### src/rtl/vram_pkg.sv
// Shared types for the VRAM arbiter and its read-tag pipeline.
package vram_pkg;

  localparam int VRAM_ADDR_W = 13;
  localparam int VRAM_DATA_W = 8;

  typedef enum logic {
    SRC_VID = 1'b0,
    SRC_CPU = 1'b1
  } arb_src_t;

  typedef enum logic [2:0] {
    IDLE,
    WR_DONE,
    RD_WAIT1,
    RD_WAIT2,
    RD_DONE
  } cpu_state_t;

  typedef struct packed {
    logic     valid;
    arb_src_t src;
  } rd_tag_t;

endpackage

### src/rtl/vram_rd_tag_pipe.sv
// Two-stage {valid, src} tag pipe beside the RAM latency; stage 2 steers
// the RAM read data into the video or CPU result registers.
module vram_rd_tag_pipe
  import vram_pkg::*;
#(
  parameter int DATA_W = VRAM_DATA_W
) (
  input  logic              clk_i,
  input  logic              rst_i,
  input  rd_tag_t           tag_i,
  input  logic [DATA_W-1:0] rdata_i,
  output logic              vid_valid_o,
  output logic [DATA_W-1:0] vid_rdata_o,
  output logic [DATA_W-1:0] cpu_rdata_o
);

  rd_tag_t           s1_q;
  rd_tag_t           s2_q;
  logic              vid_valid_q;
  logic [DATA_W-1:0] vid_rdata_q;
  logic [DATA_W-1:0] cpu_rdata_q;
  logic              vid_hit;
  logic              cpu_hit;

  assign vid_hit = s2_q.valid && (s2_q.src == SRC_VID);
  assign cpu_hit = s2_q.valid && (s2_q.src == SRC_CPU);

  always_ff @(posedge clk_i) begin
    if (rst_i) begin
      s1_q        <= '{valid: 1'b0, src: SRC_VID};
      s2_q        <= '{valid: 1'b0, src: SRC_VID};
      vid_valid_q <= 1'b0;
      vid_rdata_q <= '0;
      cpu_rdata_q <= '0;
    end else begin
      s1_q        <= tag_i;
      s2_q        <= s1_q;
      vid_valid_q <= vid_hit;
      if (vid_hit) vid_rdata_q <= rdata_i;
      if (cpu_hit) cpu_rdata_q <= rdata_i;
    end
  end

  assign vid_valid_o = vid_valid_q;
  assign vid_rdata_o = vid_rdata_q;
  assign cpu_rdata_o = cpu_rdata_q;

endmodule

### src/rtl/vram_arbiter.sv
// Video-priority arbiter for the single-port VRAM shared with the CPU bus.
// Define VRAM_ARB_STATS_EN to add grant and wait statistics outputs.
module vram_arbiter
  import vram_pkg::*;
#(
  parameter int ADDR_W   = VRAM_ADDR_W,
  parameter int DATA_W   = VRAM_DATA_W,
  parameter int MAX_WAIT = 64
) (
  input  logic              CLK_25MHZ,
  input  logic              RESET,
  input  logic              vid_req,
  input  logic [ADDR_W-1:0] vid_addr,
  output logic              vid_valid,
  output logic [DATA_W-1:0] vid_rdata,
  input  logic              cpu_req,
  input  logic              cpu_we,
  input  logic [ADDR_W-1:0] cpu_addr,
  input  logic [DATA_W-1:0] cpu_wdata,
  output logic              cpu_ack,
  output logic [DATA_W-1:0] cpu_rdata,
  output logic              cpu_starved,
`ifdef VRAM_ARB_STATS_EN
  output logic [15:0]       stat_vid_reads,
  output logic [15:0]       stat_cpu_grants,
  output logic [9:0]        stat_max_wait,
`endif
  output logic              mem_en,
  output logic              mem_we,
  output logic [ADDR_W-1:0] mem_addr,
  output logic [DATA_W-1:0] mem_wdata,
  input  logic [DATA_W-1:0] mem_rdata
);

  localparam logic [9:0] WAIT_MAX = 10'(MAX_WAIT);

  cpu_state_t        state_q, state_d;
  rd_tag_t           tag_d;
  logic              cpu_busy;
  logic              vid_gnt;
  logic              cpu_gnt;
  logic              cpu_pend;
  logic              mem_en_q;
  logic              mem_we_q;
  logic [ADDR_W-1:0] mem_addr_q, mem_addr_d;
  logic [DATA_W-1:0] mem_wdata_q, mem_wdata_d;
  logic [9:0]        wait_q, wait_d;
  logic              starved_q, starved_d;

  assign cpu_busy = (state_q != IDLE);
  assign vid_gnt  = vid_req;
  assign cpu_gnt  = !vid_req && cpu_req && !cpu_busy;
  assign cpu_pend = cpu_req && !cpu_busy && !cpu_gnt;

  always_comb begin
    state_d = state_q;
    cpu_ack = 1'b0;
    unique case (state_q)
      IDLE: begin
        if (cpu_gnt) state_d = cpu_we ? WR_DONE : RD_WAIT1;
      end
      WR_DONE: begin
        cpu_ack = 1'b1;
        state_d = IDLE;
      end
      RD_WAIT1: state_d = RD_WAIT2;
      RD_WAIT2: state_d = RD_DONE;
      RD_DONE: begin
        cpu_ack = 1'b1;
        state_d = IDLE;
      end
      default: state_d = IDLE;
    endcase
  end

  always_comb begin
    mem_addr_d  = mem_addr_q;
    mem_wdata_d = mem_wdata_q;
    tag_d       = '{valid: 1'b0, src: SRC_VID};
    if (vid_gnt) begin
      mem_addr_d = vid_addr;
      tag_d      = '{valid: 1'b1, src: SRC_VID};
    end else if (cpu_gnt) begin
      mem_addr_d = cpu_addr;
      if (cpu_we) mem_wdata_d = cpu_wdata;
      tag_d = '{valid: !cpu_we, src: SRC_CPU};
    end
  end

  // Saturating wait count: the pulse fires only on the step into WAIT_MAX.
  always_comb begin
    wait_d    = wait_q;
    starved_d = 1'b0;
    if (cpu_gnt) begin
      wait_d = '0;
    end else if (cpu_pend && (wait_q != WAIT_MAX)) begin
      wait_d    = wait_q + 10'd1;
      starved_d = (wait_d == WAIT_MAX);
    end
  end

  always_ff @(posedge CLK_25MHZ) begin
    if (RESET) begin
      state_q     <= IDLE;
      mem_en_q    <= 1'b0;
      mem_we_q    <= 1'b0;
      mem_addr_q  <= '0;
      mem_wdata_q <= '0;
      wait_q      <= '0;
      starved_q   <= 1'b0;
    end else begin
      state_q     <= state_d;
      mem_en_q    <= vid_gnt || cpu_gnt;
      mem_we_q    <= cpu_gnt && cpu_we;
      mem_addr_q  <= mem_addr_d;
      mem_wdata_q <= mem_wdata_d;
      wait_q      <= wait_d;
      starved_q   <= starved_d;
    end
  end

  vram_rd_tag_pipe #(
    .DATA_W(DATA_W)
  ) u_tag_pipe (
    .clk_i      (CLK_25MHZ),
    .rst_i      (RESET),
    .tag_i      (tag_d),
    .rdata_i    (mem_rdata),
    .vid_valid_o(vid_valid),
    .vid_rdata_o(vid_rdata),
    .cpu_rdata_o(cpu_rdata)
  );

  assign mem_en      = mem_en_q;
  assign mem_we      = mem_we_q;
  assign mem_addr    = mem_addr_q;
  assign mem_wdata   = mem_wdata_q;
  assign cpu_starved = starved_q;

`ifdef VRAM_ARB_STATS_EN
  logic [15:0] st_vid_q;
  logic [15:0] st_cpu_q;
  logic [9:0]  st_max_q;

  always_ff @(posedge CLK_25MHZ) begin
    if (RESET) begin
      st_vid_q <= '0;
      st_cpu_q <= '0;
      st_max_q <= '0;
    end else begin
      if (vid_gnt && (st_vid_q != 16'hFFFF)) st_vid_q <= st_vid_q + 16'd1;
      if (cpu_gnt && (st_cpu_q != 16'hFFFF)) st_cpu_q <= st_cpu_q + 16'd1;
      if (wait_q > st_max_q) st_max_q <= wait_q;
    end
  end

  assign stat_vid_reads  = st_vid_q;
  assign stat_cpu_grants = st_cpu_q;
  assign stat_max_wait   = st_max_q;
`endif

endmodule

### config.mk
export PLATFORM = sky130hd
export DESIGN_NAME = vram_arbiter
export DESIGN_NICKNAME = d
export VERILOG_FILES = /design/src/rtl/vram_pkg.sv /design/src/rtl/vram_rd_tag_pipe.sv /design/src/rtl/vram_arbiter.sv
export SDC_FILE = /design/constraint.sdc
export NUM_CORES = 1
export LEC_CHECK = 0
export BUFFER_PORTS_ARGS = -buffer_cell sky130_fd_sc_hd__buf_2
export CAP_MARGIN = 20
export CORE_UTILIZATION = 44
export CTS_CLUSTER_SIZE = 30
export DETAILED_ROUTE_END_ITERATION = 10
export GPL_TIMING_DRIVEN = 0
export PLACE_DENSITY = 0.76
export SYNTH_ARGS = -nofsm -noshare
export SYNTH_HDL_FRONTEND = slang
export SYNTH_SLANG_ARGS = --single-unit
### constraint.sdc
create_clock -name CLK_25MHZ -period 1.55 [get_ports CLK_25MHZ]
set_input_delay 0.0775 -clock CLK_25MHZ [delete_from_list [all_inputs] [get_ports CLK_25MHZ]]
set_output_delay 0.0775 -clock CLK_25MHZ [all_outputs]
set_load 0.005 [all_outputs]
==> run summary, run 1 <==
OpenSTA, run right after detailed placement, puts the worst setup slack at -423 ps. For this block, the routed nets add up to 5870 µm of wire. Port buffering added 88 buffers.

The routed length on met2 is 2830 µm. The iteration count of the initial detailed-routing pass is 5. The worst setup slack after layout was -154 ps; the fraction of registers with async set/reset was 0.

The tools report the critical hold path startpoint as cpu_wdata[0]. The smallest clock period supported by the final layout is computed as 1700 ps. Initial antenna violation count: 0. Critical path startpoint category: a flip-flop.

The worst setup path is captured at a flip-flop. Total clock sinks: 58. Yosys printed 0 warnings.

The final-report max-slew violation count was 0. Wire segments on met3 add up to 328 µm in the final route. Setup repair after global routing could not meet its margin everywhere.

In this run the worst setup path begins at wait_q[3]. Clock latency on the worst-skew pair: 330 ps. The number of nets in the layout is 441.

For the fmax, the log shows 587 MHz. During I/O placement, the number of pins put on the boundary was 89. The run gives 1750 ps as the worst path required time. The run gives 276 as the synthesized netlist cell count.

For the peak ir drop on the vdd network, the log shows 494 µV. The main flop type after synthesis was dfxtp_1. The vertical die dimension is 75.6 µm.

The tools report the area of the placeable core as 0.00517 mm². The transition time of the tightest slew-check pin works out to 573 ps. The number of nets in the synthesized netlist is 325. Synthesis instantiated 36 different standard cells from the library.

The flow ran to the end, but the final reports show violations. The clock tree synthesis step divided the H-tree into 3 levels. Across the routed clock network, the largest skew measured is 4.82 ps. In this run, placement finished with an instance count of 434. The run gives 92 as the DRC marker count from the first detailed-route iteration.

TritonCTS built the clock tree. Averaged over all synthesized cells, the footprint is 8.63 µm². The tools report the vias after detailed routing as 2346. Largest net degree at the start of global routing: 11.

The summed instance area of the synthesized netlist was 0.00238 mm². Clock tree synthesis selected as its root buffer the cell clkbuf_8. After detailed routing, the number of remaining DRC violations is 0.

Data on the critical path arrives at its endpoint at 1900 ps. The worst register-to-register path begins at wait_q[3]. Register area share after synthesis: 0.488.

The initial core utilization is 0.460, and the CTS clock-pin slew for the worst setup and hold paths is 60 ps. The final reports fail on setup timing. After synthesis, the cell types taking the most area are dfxtp_1 49%, nand2_1 8.4%, a21oi_1 6.1%, a311oi_1 4.8%, nor2_1 4.1%. The via count of the first global-routing pass was 2039; the power per standard cell area was 996 mW/mm². The die span in x is 75.6 µm, and the setup violation total in the final timing report is 15. The count of max-cap constraint violations is 0. The via count normalized by instance count was 5.03; the number of enable-type register cells in the synthesized netlist was 0.

The detailed router put a total of 2650 µm of wire on met1. The repair_antennas step left the layout with diodes totalling 0. Of all nets on the critical path, the largest fanout is 5. The floorplan step defined a die boundary enclosing 0.00571 mm². The cell count of the worst reg-to-reg path works out to 5. After filler insertion, the fill cell instance count of the layout stands at 440. Counting instances, the worst hold path has a depth of 3.

For the core occupancy in the finished layout, the log shows 0.654. The count of nets left with antenna violations once routing finished came out at 0. The tools report the number of core rows as 26.

The combined global-route utilization of all metal layers was 0.206; the synthesized flop and latch total was 58. The design draws 0.00337 W. For the number of failing hold endpoints at the final stage, the log shows 0. The critical path class is flip-flop to flip-flop. The top metal layer carrying routed signals is met4. In the final routed layout, each cell accounts on average for 12.6 µm.

The fraction of post-synthesis cell area in the top cell type by area is 0.488. The longest clock path from root to sink contains 2 buffers. The headroom to the max-slew limit came out at 0.618. The tools report the final cell count without fillers as 466. The area added between synthesis and finish is 42.1%, and the CTS buffer count is 9.

The share of post-route cells with drive strength above 1 was 0.348. The run gives 0 as the total grt overflow. Routability-driven placement finished with a final weighted congestion of 0.831.

The period utilization was 1.10; the wire length of the first global-routing pass was 8830 µm. Of all cell types, the one taking the most synthesized area is dfxtp_1. Once detailed placement completed, the half-perimeter wirelength came to 3990 µm. The path class of the tightest hold or removal check is input port to flip-flop. Standby leakage power: 1.49 nW.
==> metal layers <==
layer,vias to the layer above,global-route usage
met4,0,0.0864
met3,8,0.0437
met5,-,0
li1,1190,-
met1,1072,0.255
met2,76,0.350
==> where the power goes <==
group	internal, W	total [W]	switching (W)
Clock	0.000863	0.00141	0.000547
Sequential	0.00154	0.00157	0.0000318
Combinational	0.000190	0.000385	0.000195
Total	0.00260	0.00337	0.000774
==> cells in the final DEF, fill, tap and decap left out, types with 4 or more instances in the layout <==
cell and count:
dfxtp_2 6, nor2_1 26, nand3_1 11, buf_2 89
dfxtp_4 4, nand2_1 53, or3_1 8, buf_4 7
dfxtp_1 48, clkbuf_8 12, o21ai_1 4, clkbuf_1 10
dlygate4sd3_1 10, mux2i_1 9, a21oi_1 29, inv_1 7
a311oi_2 4, a311oi_1 9, xnor2_1 4, buf_6 4
==> timing repair <==
| action | CTS | global route |
|---|---|---|
| hold buffers | 10 | 0 |
| setup buffers | 8 | 0 |
| endpoints found under the setup margin | 29 | 31 |
| resized for setup | 14 | 8 |
| pin swaps | 4 | 0 |
| endpoints found under the hold margin | 10 | 0 |
| cloned | 1 | 0 |
==> path summary, 6_finish.rpt <==
path	slack, ps	endpoint
max	-150	wait_q[1]
min	3	mem_wdata[0]
max reg2reg	-150	wait_q[1]
min reg2reg	440	u_tag_pipe.s2_q[1]
==> flip-flops by register name, indices dropped and copies added, names as in the netlist, 2 cells and up <==
register / cells
mem_wdata: 8
mem_addr: 13
u_tag_pipe.s2_q: 2
u_tag_pipe.vid_rdata_o: 8
u_tag_pipe.cpu_rdata_o: 8
u_tag_pipe.s1_q: 2
state_q: 3
wait_q: 10
==> synth_stat cells (2+ instances only) <==
cell type / n
nand2b_1: 3
and2_1: 2
xnor2_1: 4
buf_1: 3
inv_1: 7
dfxtp_1: 58
a311oi_1: 13
nand3_1: 12
or4_1: 3
mux2i_1: 9
or3_1: 8
nand4_1: 3
nor3_1: 3
o21ai_1: 3
o21ai_0: 4
a21oi_1: 29
ha_1: 2
nor2_1: 26
clkbuf_1: 12
nand2_1: 53
nand3_2: 2
nor2b_1: 3
==> critical path, cell delays in order, from the launching register on <==
cell and delay (ps):
dfxtp_4 350, or4_4 520, o311ai_4 300, buf_6 170
mux2i_1 190, nor2_1 50
==> logic make-up after synthesis <==
logic type / synth area share
multiplexers: 0.0378
adder cells (fa/ha/maj): 0.0105
XOR/XNOR: 0.0147
AO/OA/AOI/OAI: 0.160
flip-flops: 0.488
AND/OR/NAND/NOR: 0.248
buffers and inverters: 0.0415
==> metrics by stage <==
| stage | area [µm²] | setup TNS (ps) | hold slack [ps] |
|---|---|---|---|
| CTS | 3370 | -1110 | 0.236 |
| global placement | 2940 | -8180 | 292 |
| detailed placement | 2940 | -9410 | 308 |
| finish | 3380 | -1160 | 3.36 |
| global route | 3380 | -2770 | 10.8 |
| floorplan | 2410 | -995 | 155 |
==> layout make-up <==
class,count,area (µm²),area share
buffer,15,78.8,0.0233
inverter,7,26.3,0.00777
clock buffer,13,169,0.0499
clock inverter,2,35.0,0.0104
sequential,58,1180,0.350
timing repair buffer,107,609,0.180
tap,70,87.6,0.0259
multi-input combinational,194,1190,0.353
No activity file was read; power rests on OpenSTA's default activity.
==> run 2: changes to the inputs <==
--- a/config.mk
+++ b/config.mk
@@ -12,6 +12,7 @@
 export DETAILED_ROUTE_END_ITERATION = 10
 export GPL_TIMING_DRIVEN = 0
 export PLACE_DENSITY = 0.76
+export SETUP_SLACK_MARGIN = 0.05
 export SYNTH_ARGS = -nofsm -noshare
 export SYNTH_HDL_FRONTEND = slang
 export SYNTH_SLANG_ARGS = --single-unit
==> run summary, run 2 (synthesis results as in run 1) <==
The initial core utilization was 0.460. The top metal layer carrying routed signals was met4. The slowest stage of the critical path is the or4_4 cell.

Setup violations remaining at the end of the flow were counted as 10. The mean routed wirelength per cell was 13.4 µm. The critical path is of the flip-flop to flip-flop type. Setup repair after global routing could not meet its margin everywhere.

Along the worst path, the maximum fanout reaches 5. Once detail routing completed, the nets flagged for antenna violations numbered 0. The critical path crosses 5 cells after its start point. The leading cell type in the layout, fill and taps excluded is buf_2. The post-detailed-placement half-perimeter wirelength was 4010 µm.

The initial antenna violation count was 0. The longest individual stage delay on the worst path was 520 ps; the largest net degree at the start of global routing was 12. On the critical path the largest part of the delay comes from simple AND/OR/NAND/NOR gates.

The critical path goes through or4_4, o311ai_4, buf_6, mux2i_1, nor2_1. The final setup TNS was -1230 ps. At the end of the flow, the number of nets in the layout was 447. The worst setup slack after layout was -180 ps. The number of buffers added on ports is 88, and the via count of the first global-routing pass is 2165. The flow ran to the end, but the final reports show violations. The launching instance or port of the critical path is wait_q[3]. Flop-to-flop setup slack: -180 ps. TritonCTS created 9 clock buffers. Max-cap violations in this run came to 0.

The logs give 58 for the total clock sinks and 1930 ps for the worst path arrival time. The clock reaches the later pin of the worst-skew pair after 320 ps. The min-delay analysis places its worst path in the category input port to flip-flop. The run gives 0.686 as the core occupancy in the finished layout.

The period utilization was 1.12. The endpoint identified for the worst register-to-register timing path is wait_q[1]. 0 antenna diodes ended up in the layout. The routed design has 6340 µm of wire. VDD sags by at most 862 µV. For this run, design rule violations remaining after detail routing come to 0. The run gives 0.00571 mm² as the total die area. The worst setup path is launched from a flip-flop.

The run gives 578 MHz as the fmax. The library cells used most frequently in the layout, excluding fill and tap cells, are 89 x buf_2, 53 x nand2_1, 48 x dfxtp_1, 28 x a21oi_1, 26 x nor2_1. The area growth from synthesis to layout is 48.9%.

During I/O placement, the number of pins put on the boundary was 89. Summing over every cut layer, the via total after detailed routing is 2417. In this run the power density over the cells is 1080 mW/mm².

The final-report max-slew violation count came out at 0. Number of flip-flops in the largest register: 13. The transition time of the tightest slew-check pin is 608 ps, and the die span in x is 75.6 µm.

The tools report the start of the worst register-to-register path as wait_q[3]. STA puts the critical path data required time at 1750 ps. Shortest clock period the worst path allows after layout: 1730 ps. The combined global-route utilization of all metal layers is 0.218. The CTS clock-pin slew for the worst setup and hold paths works out to 70 ps. For the area of the placeable core, the log shows 0.00517 mm². The number of failing hold endpoints at the final stage is 0, and the headroom to the max-slew limit is 0.595. After detailed routing, the number of vias per cell comes to 5.11. The last element of the critical path is wait_q[1]. The worst register-to-register path has a depth of 5. The vertical die dimension is 75.6 µm. For the standby leakage power, the log shows 1.56 nW.

The master cell of the clock root buffer was clkbuf_8. Summed over all layers, the global routing overflow is 0. For the routed length on met2, the log shows 3070 µm. The sort of element at the end of the critical path was a flip-flop. The logs give 26 for the number of core rows and 4 for the iteration count of the initial detailed-routing pass. Counting along the longest clock path gives a buffer depth of 2. Across the routed clock network, the largest skew measured is 4.36 ps.

The first routing iteration left 106 violations. TritonCTS built the clock tree. The routed design uses 317 µm of met3 wire. The wire length on met1 is 2890 µm. The checks that failed: setup timing.

The run gives 0.839 as the final weighted congestion in routability-driven placement. The H-tree was split into 3 levels. The count of buffering cells on the critical path with inverters included is 1. The first global-routing pass estimated 9430 µm of wire.

The share of post-route cells with drive strength above 1 came out at 0.370.
run 2: cell count changes in the layout (fill, tap and decap cells not counted), sizes merged:
cell,change
buf,+2
inv,+1
bufinv,+3
clkinv,+1
clkbuf,-2
dlygate4sd3,+2
run 2: routing by layer:
layer  track usage  up-vias
met3        0.0476        5
met1         0.262     1135
met2         0.374       71
li1              -     1206
met5             0        -
met4         0.101        0
run 2: worst register-to-register path: cells and delay by family (launching register included):
kind            cells  cell delay [ps]
simple gates        2              580
flops               1              350
compound gates      1              310
mux                 1              200
buf+inv             1              170
run 2: what timing repair did:
action	in CTS	in global routing
setup buffers	9	3
hold endpoints to repair	12	0
cloned	1	1
pin swaps	5	3
setup endpoints to repair	29	39
hold buffers	12	0
gates resized for setup	14	13
run 2: power by group:
part / switching [W] / internal (W) / leakage (nW) / total, W
logic: 0.000211 / 0.000210 / 0.950 / 0.000421
clock network: 0.000621 / 0.00123 / 0.134 / 0.00185
registers: 0.0000313 / 0.00154 / 0.480 / 0.00157
total: 0.000863 / 0.00298 / 1.56 / 0.00385
run 2: worst min-delay path by stage:
stage	cells past startpoint	start	endpoint	slack, ps
final	3	cpu_wdata[3]	mem_wdata[3]	10
after global routing	3	cpu_wdata[3]	mem_wdata[3]	2
after CTS	3	mem_rdata[0]	u_tag_pipe.vid_rdata_o[0]	1
after detailed placement	2	cpu_we	state_q[1]	290
after global placement	2	cpu_we	state_q[1]	290
after floorplan	1	vid_req	mem_we	150
run 2: per-stage QoR:
step	power, W	instance area [µm²]	setup slack, ps	hold slack [ps]	instances
after floorplan	0.00179	2420	-145	155	276
after global placement	0.00194	2950	-373	293	434
after detailed placement	0.00195	2950	-355	295	434
after CTS	0.00384	3450	-142	1.39	471
after global routing	0.00398	3550	-247	2.21	473
final	0.00385	3550	-180	11.2	473
run 2: layout make-up:
cell class / instances / area, µm²
fillers: 406 / 1630
clock inverters: 7 / 140
well taps: 70 / 87.6
inverters: 7 / 26.3
clock buffers: 9 / 124
repair buffers: 113 / 677
flip-flops and latches: 58 / 1180
plain buffers: 15 / 83.8
multi-input cells: 194 / 1220
